[src/rtl/segasys1_sound_cmd_latch.sv]
// segasys1_sound_cmd_latch: queues SNDRQ/SNDNO sound commands, raises NMI to the sound Z80 and returns the queue head on reads of $E000-$EFFF
module segasys1_sound_cmd_latch #(
  parameter int AW = 2,
  parameter int NMI_GAP = 4
) (
  input  logic        CLK48M,
  input  logic        RESET,
  input  logic        SCPU_CE,
  input  logic        SNDRQ,
  input  logic [7:0]  SNDNO,
  input  logic [15:0] SCPUAD,
  input  logic        SCPU_MREQ,
  input  logic        SCPU_RD,
  output logic        CS,
  output logic [7:0]  DO,
  output logic        NMI,
  output logic [AW:0] LEVEL,
  output logic        OVF
);
  localparam int DEPTH = 1 << AW;
  localparam int GW = $clog2(NMI_GAP + 1);
  localparam logic [AW:0] FULL = DEPTH[AW:0];
  localparam logic [GW-1:0] GLAST = GW'(NMI_GAP - 1);
  typedef enum logic [1:0] {IDLE, ARMED, GAP} st_t;
  st_t st_q, st_d;
  logic [7:0] mem_q [DEPTH];
  logic [AW-1:0] wp_q, wp_d, rp_q, rp_d, waddr;
  logic [AW:0] cnt_q, cnt_d;
  logic [7:0] hold_q, hold_d;
  logic [GW-1:0] gcnt_q, gcnt_d;
  logic rdq_q, rdq_d, ovf_q, ovf_d, nmi_q, nmi_d;
  logic rd_cur, rd_rise, full, pop, push_ok, over, we;
  logic addr_unused;
  always_comb begin
    addr_unused = ^SCPUAD[11:0];
    CS = (SCPUAD[15:12] == 4'hE) & SCPU_MREQ;
    rd_cur = CS & SCPU_RD;
    rd_rise = SCPU_CE & rd_cur & ~rdq_q;
    full = cnt_q == FULL;
    pop = rd_rise & (cnt_q != '0);
    push_ok = SNDRQ & (~full | pop);
    over = SNDRQ & full & ~pop;
    we = push_ok | over;
    waddr = over ? wp_q - AW'(1) : wp_q;
    wp_d = push_ok ? wp_q + AW'(1) : wp_q;
    rp_d = pop ? rp_q + AW'(1) : rp_q;
    cnt_d = cnt_q + (AW+1)'(push_ok) - (AW+1)'(pop);
    hold_d = pop ? mem_q[rp_q] : hold_q;
    ovf_d = ovf_q | over;
    rdq_d = SCPU_CE ? rd_cur : rdq_q;
    DO = (cnt_q != '0) ? mem_q[rp_q] : hold_q;
    LEVEL = cnt_q;
    OVF = ovf_q;
    NMI = nmi_q;
  end
  always_comb begin
    st_d = st_q;
    gcnt_d = gcnt_q;
    case (st_q)
      IDLE: st_d = (cnt_q != '0) ? ARMED : IDLE;
      ARMED: begin
        st_d = rd_rise ? GAP : ARMED;
        gcnt_d = rd_rise ? '0 : gcnt_q;
      end
      GAP: begin
        st_d = (SCPU_CE && gcnt_q == GLAST) ? IDLE : GAP;
        gcnt_d = SCPU_CE ? gcnt_q + GW'(1) : gcnt_q;
      end
      default: st_d = IDLE;
    endcase
  end
  always_comb nmi_d = st_d == ARMED;
  always_ff @(posedge CLK48M) begin
    if (RESET) begin
      st_q <= IDLE;
      gcnt_q <= '0;
      nmi_q <= 1'b0;
      wp_q <= '0;
      rp_q <= '0;
      cnt_q <= '0;
      hold_q <= 8'h00;
      ovf_q <= 1'b0;
      rdq_q <= 1'b0;
    end else begin
      st_q <= st_d;
      gcnt_q <= gcnt_d;
      nmi_q <= nmi_d;
      wp_q <= wp_d;
      rp_q <= rp_d;
      cnt_q <= cnt_d;
      hold_q <= hold_d;
      ovf_q <= ovf_d;
      rdq_q <= rdq_d;
    end
  end
  always_ff @(posedge CLK48M) if (we && !RESET) mem_q[waddr] <= SNDNO;
endmodule

[config.mk]
export PLATFORM = sky130hd
export DESIGN_NAME = segasys1_sound_cmd_latch
export DESIGN_NICKNAME = d
export VERILOG_FILES = /design/src/rtl/segasys1_sound_cmd_latch.sv
export SDC_FILE = /design/constraint.sdc
export NUM_CORES = 1
export LEC_CHECK = 0
export CAP_MARGIN = 15
export CORE_MARGIN = 2
export CORE_UTILIZATION = 35
export DETAILED_ROUTE_END_ITERATION = 8
export PLACE_DENSITY = 0.54
export SYNTH_ARGS = -nofsm -noshare
export SYNTH_HDL_FRONTEND = slang
export SYNTH_SLANG_ARGS = --single-unit
[constraint.sdc]
create_clock -name CLK48M -period 3.65 [get_ports CLK48M]
set_input_delay 0.365 -clock CLK48M [delete_from_list [all_inputs] [get_ports CLK48M]]
set_output_delay 0.365 -clock CLK48M [all_outputs]
set_load 0.02 [all_outputs]
==> run_results.csv <==
group,metric,value,unit
run_status,outcome,"completed",
routing,avgViaCountPerCell,4.810,
timing,finalSetupViolCount,0,
floorplan,start_util,36.68,%
global_routing,grt_use_total,13.51,%
timing,grt_setup_unrepaired,"no",
clock_network,clock-root-buffer,"clkbuf_8",
layout,seq_area,1461,sq um
clock_network,clk_pin_slew,70,ps
timing,slew_viol_final,0,
synthesis,syn_area,2520,sq um
clock_network,cts_setup_buffers,0,
routing,wl_met3,224,um
pwr,vdd_drop_max,235.6,uV
timing,fin_tns_setup,0,ps
synthesis,synthDistinctLibCells,42,
timing,hold_viol_final,0,
hold_path,hold_class,"reg2reg",
timing,slew_headroom,63.49,%
floorplan,die_x,88.85,um
clock_network,hold_buffers,0,
clock_network,numCtsBuffers,9,
clock_network,cts.sinks,57,
setup_path,crit_slowest_cell,"dfxtp_1",
routing,vias,1573,
timing,worstMarginPinSlew,546.9,ps
routing,totalWireLength,4.758,mm
placement,io_buffers,31,
placement,routabilityCongestion,0.7667,
routing,wl_met1,2.345,mm
setup_path,cp_num_buf_inv,1,
global_routing,grt_pass1_wl,7.748,mm
global_routing,grt_max_degree,28,
layout,fin_nets,260,
pwr,finalPower,0.001904,W
synthesis,seq_area_frac_synth,57.99,%
clock_network,cts.htree.levels,3,
clock_network,cts_max_path_buffers,2,
layout,multi_input_area,962.2,sq um
synthesis,yosys.area.top_type,"edfxtp_1",
layout,post_route_cells_drive_above_1_share,19.48,%
layout,antennaDiodeCount,0,
setup_path,max_stage_delay,670,ps
synthesis,ys_warn_count,0,
synthesis,avgSynthCellArea,13.26,sq um
synthesis,ys_seq_elements,57,
clock_network,cts_tree,"done",
layout,fill_cells,622,
synthesis,synth_edf_count,32,
layout,area_growth,25.32,%
synthesis,synth_flop_cell,"edfxtp_1",
timing,period_share,76.84,%
setup_path,path_cells,"mux4_2, mux2_2, clkdlybuf4s50_1",
setup_path,rrSetupSlack,1390,ps
timing,finalClockSkew,7.775,ps
floorplan,dieArea,7894,sq um
setup_path,start_kind,"flop",
setup_path,path_delay_family,"multiplexers",
floorplan,fp.dieH,88.85,um
routing,drt_iter0_drc,77,
global_routing,globalRouteOverflowTotal,0,
clock_network,cts-resized-gates,0,
synthesis,async_flop_share,0,%
setup_path,crit_arrival,2440,ps
synthesis,syn_inst,190,
timing,hold_ws,473.0,ps
routing,dr.max_layer_used,"met4",
global_routing,grt_pass1_vias,1584,
global_routing,antenna_found_initial,0,
routing,wl_met2,2.079,mm
setup_path,critical_path_class,"reg2out",
routing,drtAntennaViolNets,0,
synthesis,yosys-top-cells-area,"edfxtp_1 (38%), dfxtp_1 (20%), mux4_2 (7.1%), mux2i_1 (3.6%), mux2_2 (3.6%)",
clock_network,clk_latency,340,ps
floorplan,core,6869,sq um
floorplan,std_cell_rows,30,
setup_path,crit_path_end_kind,"primary output",
routing,dr.pass1.iters,4,
placement,dp_hpwl,3.106,mm
pwr,leakagePower,1.024,nW
run,drv_cap,0,
synthesis,synth_nets,224,
setup_path,cp_max_fo,8,
routing,drc,0,
synthesis,yosys.area.top_type_share,38.13,%
routing,drt-wirelength-per-cell,14.55,um
setup_path,cp.required,3280,ps
timing,layout_min_cycle_time,2805,ps
pwr,pwr_density_cell,602.8,nW/um^2
floorplan,io_pins,44,
timing,max_freq,356.5,MHz
synth_stat cells (2+ instances only):
cell type	instances
nand4b_1	2
nand2b_1	4
nor3_1	3
a21oi_1	6
nand2_1	8
o41ai_1	2
a311oi_1	3
edfxtp_1	32
buf_2	4
buf_6	3
o32ai_1	2
xnor2_1	4
ha_1	3
nor2b_1	2
nor4_1	3
nand3_1	4
mux2i_1	9
or4_1	3
nor2_1	18
inv_1	5
mux4_2	8
o21ai_0	3
nand3b_1	2
nor3b_1	3
dfxtp_1	25
clkbuf_1	5
xor2_1	2
mux2_2	8
where the power goes:
part	switching, W	internal (W)	total (W)	leakage (nW)
logic	0.000220	0.000231	0.000450	0.424
clock network	0.000280	0.000390	0.000670	0.106
registers	0.0000513	0.000732	0.000783	0.493
total	0.000551	0.00135	0.00190	1.02
per-layer routing:
| layer | up-vias | global-route usage (%) |
|---|---|---|
| met5 | - | 0 |
| met4 | 0 | 6.612 |
| met3 | 9 | 4.571 |
| met2 | 37 | 19.74 |
| met1 | 738 | 17.97 |
| li1 | 789 | - |
stage by stage:
step           area [sq um]  setup WS (ps)  util (%)  std cells
2_1_floorplan          2520           1375         -        190
3_3_place_gp           2933          927.7     42.70        311
3_5_place_dp           2933          946.4     42.70        311
4_1_cts                3158          784.7     45.97        327
5_1_grt                3158          684.3     45.97        327
6_report               3158          845.3     45.97        327
registers in the layout, indices dropped and copies added (netlist names), 2 cells and up, named ones only:
name    flops
mem_q      32
hold_q      8
LEVEL       3
gcnt_q      3
rp_q        2
st_q        2
wp_q        2
layout by cell type (no fill, tap or decap), types with 2 or more instances in the layout:
cell             instances
a21oi_1                  6
or4_1                    3
inv_6                    2
nor3_1                   3
mux4_2                   8
ha_1                     3
a311oi_1                 3
o32ai_1                  2
nand3_1                  4
o21ai_0                  3
edfxtp_1                32
nor2b_1                  2
nand2b_1                 4
clkbuf_8                 9
nand3b_1                 2
clkinvlp_4               2
xor2_1                   2
nor3b_1                  3
nand2_1                  8
inv_1                    5
mux2i_1                  9
buf_4                    8
o41ai_1                  2
mux2_2                   8
clkdlybuf4s50_1         31
xnor2_1                  4
nor4_1                   2
bufinv_16                2
nor2_1                  18
nand4b_1                 2
dfxtp_1                 25
kinds of logic after synthesis:
| group | Yosys count | synth area share, % |
|---|---|---|
| buffers and inverters | 19 | 4.072 |
| adder cells (fa/ha/maj) | 4 | 2.284 |
| AND/OR/NAND/NOR | 57 | 13.26 |
| XOR/XNOR | 6 | 2.085 |
| AO/OA/AOI/OAI | 22 | 6.009 |
| multiplexers | 25 | 14.30 |
| flip-flops | 57 | 57.99 |
layout make-up:
cell class	instances	share of cell area, %
inverters	5	0.5943
clock buffers	9	3.922
well taps	96	3.803
repair buffers	39	11.73
multi-input cells	114	30.47
flip-flops and latches	57	46.28
clock inverters	7	3.209
worst paths after layout:
path,start,endpoint,cells after the start
max,flop,DO[1],3
max reg2reg,LEVEL[1],LEVEL[2],7
min,OVF,OVF,2
min reg2reg,OVF,OVF,2
worst register-to-register path: stages (launching register included):
cell and delay [ps]:
dfxtp_1 510, nor3_1 100, buf_4 200, or4_1 540, fa_1 420, xnor2_1 180
xnor2_1 140, nor2_1 50
No activity file was read; power rests on OpenSTA's default activity.
